### config.mk
export PLATFORM = sky130hd
export DESIGN_NAME = pio_gpio_in_cond
export DESIGN_NICKNAME = d
export VERILOG_FILES = /design/src/rtl/pio_gpio_in_cond.sv
export SDC_FILE = /design/constraint.sdc
export NUM_CORES = 1
export LEC_CHECK = 0
export CAP_MARGIN = 5
export CORE_MARGIN = 8
export CORE_UTILIZATION = 55
export CTS_BUF_LIST = sky130_fd_sc_hd__clkbuf_4 sky130_fd_sc_hd__clkbuf_8 sky130_fd_sc_hd__clkbuf_16
export DETAILED_ROUTE_END_ITERATION = 10
export PLACE_DENSITY_LB_ADDON = 0.15
export SETUP_SLACK_MARGIN = 0.15
export SYNTH_ARGS = -nofsm -noshare
export SYNTH_HDL_FRONTEND = slang
export SYNTH_SLANG_ARGS = --single-unit
### constraint.sdc
create_clock -name clk -period 4.2 [get_ports clk]
set_input_delay 1.05 -clock clk [delete_from_list [all_inputs] [get_ports clk]]
set_output_delay 1.05 -clock clk [all_outputs]
set_load 0.01 [all_outputs]
### src/rtl/pio_gpio_in_cond.sv
// pio_gpio_in_cond: pad synchroniser, per-pin deglitch filter and sticky edge-event register for PIO gpio_in
module pio_gpio_in_cond #(
  parameter int NPIN = 32,
  parameter int CW = 8,
  parameter logic [NPIN-1:0] RST_VAL = '0
) (
  input  logic            clk,
  input  logic            reset,
  input  logic [NPIN-1:0] pad_in,
  input  logic [NPIN-1:0] filt_en,
  input  logic [CW-1:0]   filt_len,
  input  logic [NPIN-1:0] rise_en,
  input  logic [NPIN-1:0] fall_en,
  input  logic [NPIN-1:0] evt_clr,
  output logic [NPIN-1:0] gpio_in,
  output logic [NPIN-1:0] rise,
  output logic [NPIN-1:0] fall,
  output logic [NPIN-1:0] evt_status,
  output logic            irq
);
  logic [NPIN-1:0] s1, s2, filt_q, filt_d;
  // two-flop synchroniser, delayed filter output for edge detect, sticky events where set beats clear
  always_ff @(posedge clk) begin
    if (reset) begin
      s1 <= RST_VAL;
      s2 <= RST_VAL;
      filt_d <= RST_VAL;
      evt_status <= '0;
    end else begin
      s1 <= pad_in;
      s2 <= s1;
      filt_d <= filt_q;
      evt_status <= (evt_status & ~evt_clr) | (rise & rise_en) | (fall & fall_en);
    end
  end
  for (genvar j = 0; j < NPIN; j++) begin : g_pin
    logic q;
    logic [CW-1:0] c;
    // commit s2 once it has differed from the filtered level for filt_len+1 consecutive samples
    always_ff @(posedge clk) begin
      if (reset) begin
        q <= RST_VAL[j];
        c <= '0;
      end else if (!filt_en[j] || (s2[j] != q && c >= filt_len)) begin
        q <= s2[j];
        c <= '0;
      end else begin
        c <= (s2[j] == q) ? '0 : c + 1'b1;
      end
    end
    assign filt_q[j] = q;
  end
  assign gpio_in = filt_q;
  assign rise = filt_q & ~filt_d;
  assign fall = ~filt_q & filt_d;
  assign irq = |evt_status;
endmodule

==> results.py <==
metrics = {
    "yosys": {
        "ys_seq_elements": 416,
        "synth_nets": 2703,
        "ys_seq_area_share_pct": 38.1,
        "yosysWarnings": 0,
        "ys_async_sr_fraction_pct": 0,
        "synth_flop_cell": "dfxtp_1",
        "synth.avg_cell_area_um2": 9.73,
        "synth_area_um2": 21800,
        "ys_types": 38,
        "synth-edff-count": 0,
        "synthCells": 2245,
    },
    "sta": {
        "setup_viol": 0,
        "fmax_ghz": 0.264,
        "rsz0062_at_grt": "no",
        "slew_viol_final": 0,
        "hold_viol": 0,
        "tightest_slew_ps": 760,
        "max_slew_margin_pct": 49.3,
        "finalClockSkew_ps": 18.0,
        "fin_crit_ps": 3780,
        "setup_tns_ps": 0,
        "setup_slack_ps": 417,
        "fin_crit_sh_pct": 90.1,
    },
    "global_routing": {
        "grt_pass1_wl_mm": 88.4,
        "grt_max_degree": 64,
        "antenna_found_initial": 1,
        "first_global_vias": 17881,
        "gr-total-overflow": 0,
        "groute.usage.overall_pct": 22.7,
    },
    "critical_path": {
        "r2r_start": "g_pin[25].c[2]",
        "critical_path_buf_inv_count": 1,
        "rr_worst_depth": 5,
        "crit_arrival_ps": 2730,
        "critPathKind": "flip-flop to primary output",
        "cp_slowest_cell": "nor4_1",
        "start_kind": "flip-flop",
        "rrSetupSlack_ps": 2290,
        "path_cells": "nor4_1, nand4_1, or2_2, clkdlybuf4s50_1",
        "cp.depth": 4,
        "crit_required_ps": 3150,
        "rr_endpoint": "g_pin[25].q",
        "critPathTopFamily": "simple AND/OR/NAND/NOR gates",
        "cp_slowest_stage_delay_ps": 540,
        "endpoint": "irq",
        "crit_start": "evt_status[15]",
        "path_max_fanout": 3,
        "endpoint_kind": "primary output",
    },
    "floorplan": {
        "start_util_pct": 55.4,
        "rows": 73,
        "core_area_um2": 39500,
        "die_y_um": 215,
        "io_pins": 299,
        "die_w_um": 215,
        "die-area_um2": 46400,
    },
    "routing": {
        "vias": 17380,
        "avgViaCountPerCell": 5.59,
        "final_antenna_net_count": 0,
        "wl_mm": 54.1,
        "first_pass_iters": 7,
        "drc": 0,
        "dr.first_iter.drc_count": 837,
        "routedWlPerCell_um": 17.4,
    },
    "clock_network": {
        "cts-buffers-inserted": 45,
        "cts-root-buf": "clkbuf_16",
        "cts_setup_buffers": 0,
        "cts_htree_levels": 2,
        "cts_max_path_buffers": 3,
        "clock-sinks": 416,
        "clk_pin_slew_ps": 60,
        "clk_latency_ps": 570,
        "cts_tree": "yes",
    },
    "layout": {
        "diodes": 0,
        "area_growth_pct": 23.4,
        "multi_input_area_um2": 12700,
        "n_fill_cell": 3159,
        "seq_area_um2": 8330,
        "fin_nets": 3013,
        "drive_gt1_share_pct": 6.46,
    },
    "pwr": {
        "p_leak_nw": 11.3,
        "powerDensity_nw_per_um2": 327,
        "peakVddDrop_mv": 0.318,
    },
    "placed_design": {
        "gp_congestion": 0.838,
        "pre_cts_slack_ps": 720,
        "dp_hpwl_mm": 40.0,
        "port_buffers": 298,
    },
    "run_status": {
        "status": "complete, no violations",
    },
    "flow_run": {
        "cap_violations": 0,
    },
    "min_path": {
        "hp-class": "flip-flop to flip-flop",
    },
}
-- kinds of logic (layout without fill, tap and decap cells) --
| group | count (synthesis) | in the layout | share of synthesized area (%) |
|---|---|---|---|
| AO/OA/AOI/OAI | 257 | 257 | 10.7 |
| multiplexers | 19 | 19 | 1.03 |
| AND/OR/NAND/NOR | 864 | 864 | 21.1 |
| buffers and inverters | 177 | 518 | 3.60 |
| XOR/XNOR | 224 | 224 | 8.98 |
| flip-flops | 416 | 416 | 38.1 |
| adder cells (fa/ha/maj) | 288 | 288 | 16.5 |
-- registers in the layout, summed over array words and instances, names as in the netlist --
register / flops
s2: 32
evt_status: 32
g_pin.c: 256
filt_d: 32
s1: 32
g_pin.q: 32
-- power breakdown --
| group | switching, W | internal, W |
|---|---|---|
| sequential | 0.0000441 | 0.00400 |
| combinational | 0.000347 | 0.000370 |
| clock | 0.00160 | 0.00247 |
-- cells in the final DEF (no fill, tap or decap), drive strengths merged, types with 14 or more instances in the layout --
cell type / n
o21ai: 37
nor3: 123
nor2: 181
dfxtp: 416
nor2b: 192
o211ai: 47
a221oi: 15
nor3b: 14
nand3: 146
a211o: 23
ha: 288
clkbuf: 68
clkdlybuf4s50: 296
a222oi: 32
xor2: 151
and3: 90
buf: 24
a31oi: 32
mux2: 19
nand2: 29
nand2b: 51
a21o: 23
nand4: 16
xnor2: 73
inv: 121
-- per-layer routing --
| layer | vias to the layer above | wire (um) | part of all wire, % | global-route usage, % |
|---|---|---|---|---|
| met4 | 2 | 1610 | 3.0 | 7.92 |
| met3 | 114 | 2790 | 5.2 | 4.56 |
| met1 | 8255 | 23600 | 44 | 27.3 |
| li1 | 8633 | - | - | - |
| met2 | 376 | 26200 | 48 | 39.9 |
| met5 | - | 12 | 0.022 | 0 |
-- worst reg2reg max path, cell delays in order, from the launching register on --
cell and delay [ps]:
dfxtp_1 420, ha_1 290, a211o_1 310, a31oi_2 200, o2111ai_4 240, mux2_4 350
-- synth_stat cells (all sizes together) (19+ instances only) --
cell type	instances	share of area (%)
nor2	181	3.1
and3	90	2.6
nand2b	51	1.5
nand2	29	0.59
nand3	146	3.3
xnor2	73	2.9
inv	120	2.1
o211ai	47	1.6
dfxtp	416	38
a222oi	32	1.5
mux2	19	1.0
xor2	151	6.1
a211o	23	0.92
buf	40	1.2
nor2b	192	5.5
a21o	23	0.79
nor3	123	2.8
ha	288	16
a31oi	32	1.4
o21ai	37	0.85
-- how the worst min path moves through the flow --
stage / startpoint / end / slack, ps / cells past startpoint
finish: s1[27] / s2[27] / 430 / 1
global route: s1[8] / s2[8] / 450 / 1
detailed placement: s1[8] / s2[8] / 420 / 1
global placement: s1[29] / s2[29] / 420 / 1
floorplan: s1[0] / s2[0] / 410 / 1
CTS: s1[12] / s2[12] / 440 / 1
-- final cells by class --
cell class | count | area share [%]
multi-input combinational | 1652 | 47.3
sequential | 416 | 30.9
timing repair buffer | 320 | 12.0
clock buffer | 68 | 5.32
tap | 525 | 2.44
inverter | 120 | 1.67
clock inverter | 10 | 0.413
-- through the flow --
| stage | total power, W | instances | hold WS (ps) | area (um2) | util (%) |
|---|---|---|---|---|---|
| after floorplan | 0.00447 | 2245 | 414 | 21800 | - |
| after global placement | 0.00483 | 3033 | 417 | 25400 | 64.4 |
| after detailed placement | 0.00485 | 3033 | 422 | 25400 | 64.4 |
| after CTS | 0.00893 | 3111 | 438 | 26900 | 68.3 |
| after global routing | 0.00916 | 3111 | 447 | 26900 | 68.3 |
| final | 0.00883 | 3111 | 428 | 26900 | 68.3 |
-- timing repair --
action / in CTS / in global routing
gates resized for setup: 0 / 1
hold buffers: 0 / 0
setup endpoints to repair: 0 / 1
(Power assumes the default switching activity.)
==> variant 1, RTL diff (config.mk and constraints unchanged) <==
Make the reset (`reset`) asynchronous in 2 clocked blocks.
--- a/src/rtl/pio_gpio_in_cond.sv
+++ b/src/rtl/pio_gpio_in_cond.sv
@@ -20,7 +20,7 @@
 );
   logic [NPIN-1:0] s1, s2, filt_q, filt_d;
   // two-flop synchroniser, delayed filter output for edge detect, sticky events where set beats clear
-  always_ff @(posedge clk) begin
+  always_ff @(posedge clk or posedge reset) begin
     if (reset) begin
       s1 <= RST_VAL;
       s2 <= RST_VAL;
@@ -37,7 +37,7 @@
     logic q;
     logic [CW-1:0] c;
     // commit s2 once it has differed from the filtered level for filt_len+1 consecutive samples
-    always_ff @(posedge clk) begin
+    always_ff @(posedge clk or posedge reset) begin
       if (reset) begin
         q <= RST_VAL[j];
         c <= '0;
Function: differs if reset is asserted again (counterexample within 4 cycles, from zero or initial values and one cycle with reset high); with reset held inactive, the same outputs for 4 cycles.
==> variant 1 against the unedited design <==
Wire length up 3.0%; cell count down 3.9%; sequential cell count did not move; setup slack improved by 70 ps; largest cell class unchanged; synthesized area grew 9.3%; synthesized cell count is 9.4% lower; design area grew 8.6%; sequential share of layout area grew 4.7 points.
Power is not compared: it rests on default switching activity, and its combinational part moved more than twofold at a synthesized area within 25%.
==> variant 1: results <==
set metrics [dict create \
    post_dp_cell_area_sq_um 27700 \
    timing.critical_path.arrival_ps 2660 \
    fraction_of_final_layout_cells_with_drive_strength_greater_than_1_pct 12.7 \
    initial_antenna_violation_count 4 \
    area.growth.synth_to_final_pct 22.6 \
    detailedRoute.firstIterationViolations 845 \
    dp_hpwl_mm 40.1 \
    maximum_number_of_pins_on_one_net_before_global_route_repair 114 \
    hold_start "s1[31]$_DFF_PP0_" \
    filler_cell_count 3222 \
    hold_path_end "s2[31]$_DFF_PP0_" \
    synth_nets 2493 \
    clock_skews_ps 6.09 \
    synth_xor_area_share_pct 8.22 \
    vias 16400 \
    path_max_fanout 3 \
    netlist-cell-type-count 26 \
    placed_cells_incl_taps 2909 \
    min_delay_path_depth 0 \
    outcome "completed" \
    postSynthCellCount 2035 \
    vdd_drop_max_mv 0.255 \
    synth_compound_gate_area_share_pct 13.9 \
    grt.total_usage_pct 22.2 \
    synth.top_cells.by_area "dfrtp_1, ha_1, xor2_1" \
    cts_buffers 46 \
    ys_seq_area_share_pct 43.6 \
    total_power_mw 10.4 \
    rr_startpoint "g_pin[12].c[0]$_DFF_PP0_" \
    synth_mux_area_share_pct 2.01 \
    pre_cts_ws_ps 732 \
    global_placer_s_final_weighted_congestion 0.878 \
    fin_nets 2830 \
    synthArstFlopShare_pct 100 \
    fin_hold_ws_ps 346 \
    grt_first_pass_wirelength_mm 90.6 \
    cts_htree_levels 2 \
    vias_in_the_first_global_route 17400 \
    timing.max_slew.rel_slack_pct 53.8 \
    synth_common_cells "dfrtp_1, ha_1, nor2_1" \
    worstReg2RegEnd "g_pin[12].q$_DFFE_PP0P_" \
    synth-adder-area-share_pct 15.1 \
    routed_wirelength_mm 55.8 \
    cts_max_path_buffers 3 \
    worstRegToRegCells 6 \
    fin_cells 2990 \
    drtPass1Iterations 5 \
    postCtsResizedCells 0 \
]
## variant 1: changes by cell type in the layout (fill, tap and decap cells not counted), moves of 75 or more
cell,delta
nor2_1,+75
dfrtp_1,+416
nor2b_1,-128
nor3_1,-123
dfxtp_1,-416
## variant 1: power by group through the flow
| stage | clock [mW] | combinational (mW) | sequential, mW |
|---|---|---|---|
| 2_1_floorplan | 0 | 1.04 | 4.47 |
| 3_3_place_gp | 0 | 1.73 | 4.53 |
| 3_5_place_dp | 0 | 1.77 | 4.54 |
| 4_1_cts | 4.32 | 1.78 | 4.47 |
| 5_1_grt | 4.48 | 1.92 | 4.50 |
| 6_report | 4.23 | 1.75 | 4.47 |
## variant 1: cell type report
cell class	count	share of cell area, %
clock buffers	68	4.91
clock inverters	13	0.573
inverters	104	1.35
multi-input cells	1483	43.8
flip-flops and latches	416	35.6
well taps	585	2.50
repair buffers	321	11.3
## variant 1: logic make-up (layout without fill, tap and decap cells)
kind of cell,after synthesis,in the layout
and+or+nand+nor,651,651
adders and majority gates,288,288
buffers and inverters,136,506
DFF,416,416
xor gates and xnor gates,224,224
AOI/OAI and AO/OA,288,288
muxes,32,32
## variant 1: worst max-delay path by stage
stage / slack [ps] / from / end / depth (start not counted)
2_1_floorplan: -2460 / reset / evt_status[0]$_DFF_PP0_ / 1
3_3_place_gp: 770 / filt_len[6] / g_pin[13].q$_DFFE_PP0P_ / 8
3_5_place_dp: 730 / filt_len[6] / g_pin[23].q$_DFFE_PP0P_ / 8
4_1_cts: 460 / evt_status[26]$_DFF_PP0_ / irq / 4
5_1_grt: 410 / evt_status[26]$_DFF_PP0_ / irq / 4
6_report: 490 / evt_status[26]$_DFF_PP0_ / irq / 4
## variant 1: routing by layer
| metal | vias to the layer above | wire, um | GRT usage, % |
|---|---|---|---|
| li1 | 7863 | - | - |
| met1 | 8056 | 24400 | 28.3 |
| met2 | 390 | 26400 | 37.2 |
| met3 | 98 | 3430 | 5.22 |
| met4 | 6 | 1470 | 6.60 |
| met5 | - | 38 | 0 |
## variant 1: critical path, delay by kind of cell (launching register included)
family        cells  cell delay (ps)
flops             1              460
simple gates      3             1170
buf+inv           1              480
==> variant 2, RTL diff (config.mk and constraints unchanged) <==
Made on the original files. The parameter `CW` goes from 8 to 10.
--- a/src/rtl/pio_gpio_in_cond.sv
+++ b/src/rtl/pio_gpio_in_cond.sv
@@ -1,7 +1,7 @@
 // pio_gpio_in_cond: pad synchroniser, per-pin deglitch filter and sticky edge-event register for PIO gpio_in
 module pio_gpio_in_cond #(
   parameter int NPIN = 32,
-  parameter int CW = 8,
+  parameter int CW = 10,
   parameter logic [NPIN-1:0] RST_VAL = '0
 ) (
   input  logic            clk,
Ports: changed (resized filt_len); port bits go from 299 to 301. No check against the original RTL was run, so the function may have changed too.
==> variant 2 against the unedited design <==
Worst hold slack gained 7.1 ps; wire length grew 19%; setup slack gained 120 ps; first-iteration DRC count grew 30%; design area grew 16%; total power grew 16%; sequential cell count grew 64; combinational power grew 12%; count of clock-buffer cells in the layout grew 8; sequential share of layout area shrank 0.27 points; register-to-register slack is essentially flat; synthesized area grew 18%; clock skew shrank 7.2 ps; die area grew 17%; highest routed layer is now met4.
==> variant 2: results <==
set metrics [dict create \
    cts_buffers 51 \
    area.growth.synth_to_final_pct 21.4 \
    maxUsedRoutingLayer "met4" \
    m1WireLength_mm 28.2 \
    rr_startpoint "g_pin[18].c[7]$_SDFF_PP0_" \
    ys_seq_area_share_pct 37.2 \
    filler_cell_count 3747 \
    seq-cell-share_pct 30.6 \
    multi_input_comb_area_sq_um 15600 \
    fin_nets 3612 \
    outcome "completed" \
    fin_hold_ws_ps 435 \
    fraction_of_final_layout_cells_with_drive_strength_greater_than_1_pct 7.16 \
    pre_cts_ws_ps 766 \
    portBuffers 300 \
    vias 20600 \
    globalRouteMet1Util_pct 28.5 \
    clock_skews_ps 10.8 \
    post_dp_cell_area_sq_um 29600 \
    gr-usage-met3_pct 3.79 \
    ys_ff_latch 480 \
    inv_count 78 \
    grt.total_usage_pct 23.4 \
    timing.max_slew.rel_slack_pct 58.3 \
    routed_met3_length_mm 3.09 \
    synth_xor_area_share_pct 9.49 \
    timing.critical_path.arrival_ps 2610 \
    netlist-cell-type-count 36 \
    post-route-worst-setup-slack_ps 541 \
]
-- variant 2: changes by cell type after synthesis, sizes merged, moves of 81 or more --
cell	unedited run	this run
nor3	123	19
nor2	181	427
a21oi	0	104
nand4	16	97
nand2	29	125
-- variant 2: worst max-delay path, stage by stage (launching register included) --
cell and delay (ps):
dfxtp_1 340, nor4_1 550, nand4_1 160, buf_4 190, or2_2 290, clkdlybuf4s50_1 490
-- variant 2: kinds of logic after synthesis --
group | after synthesis
flops | 480
simple gates | 1252
compound gates | 240
xor+xnor | 280
mux | 32
buf+inv | 131
fa+ha+maj | 352
-- variant 2: stage by stage --
step           power (mW)  std cells
4_1_cts              10.3       3735
3_5_place_dp         5.55       3642
6_report             10.2       3735
5_1_grt              10.6       3735
3_3_place_gp         5.52       3642
2_1_floorplan        5.13       2767
-- variant 2: where the power goes --
part	internal (mW)	total, mW	switching (mW)	leakage (nW)
registers	4.61	4.65	0.0421	3.88
logic	0.408	0.800	0.393	7.85
clock network	2.93	4.78	1.86	0.903
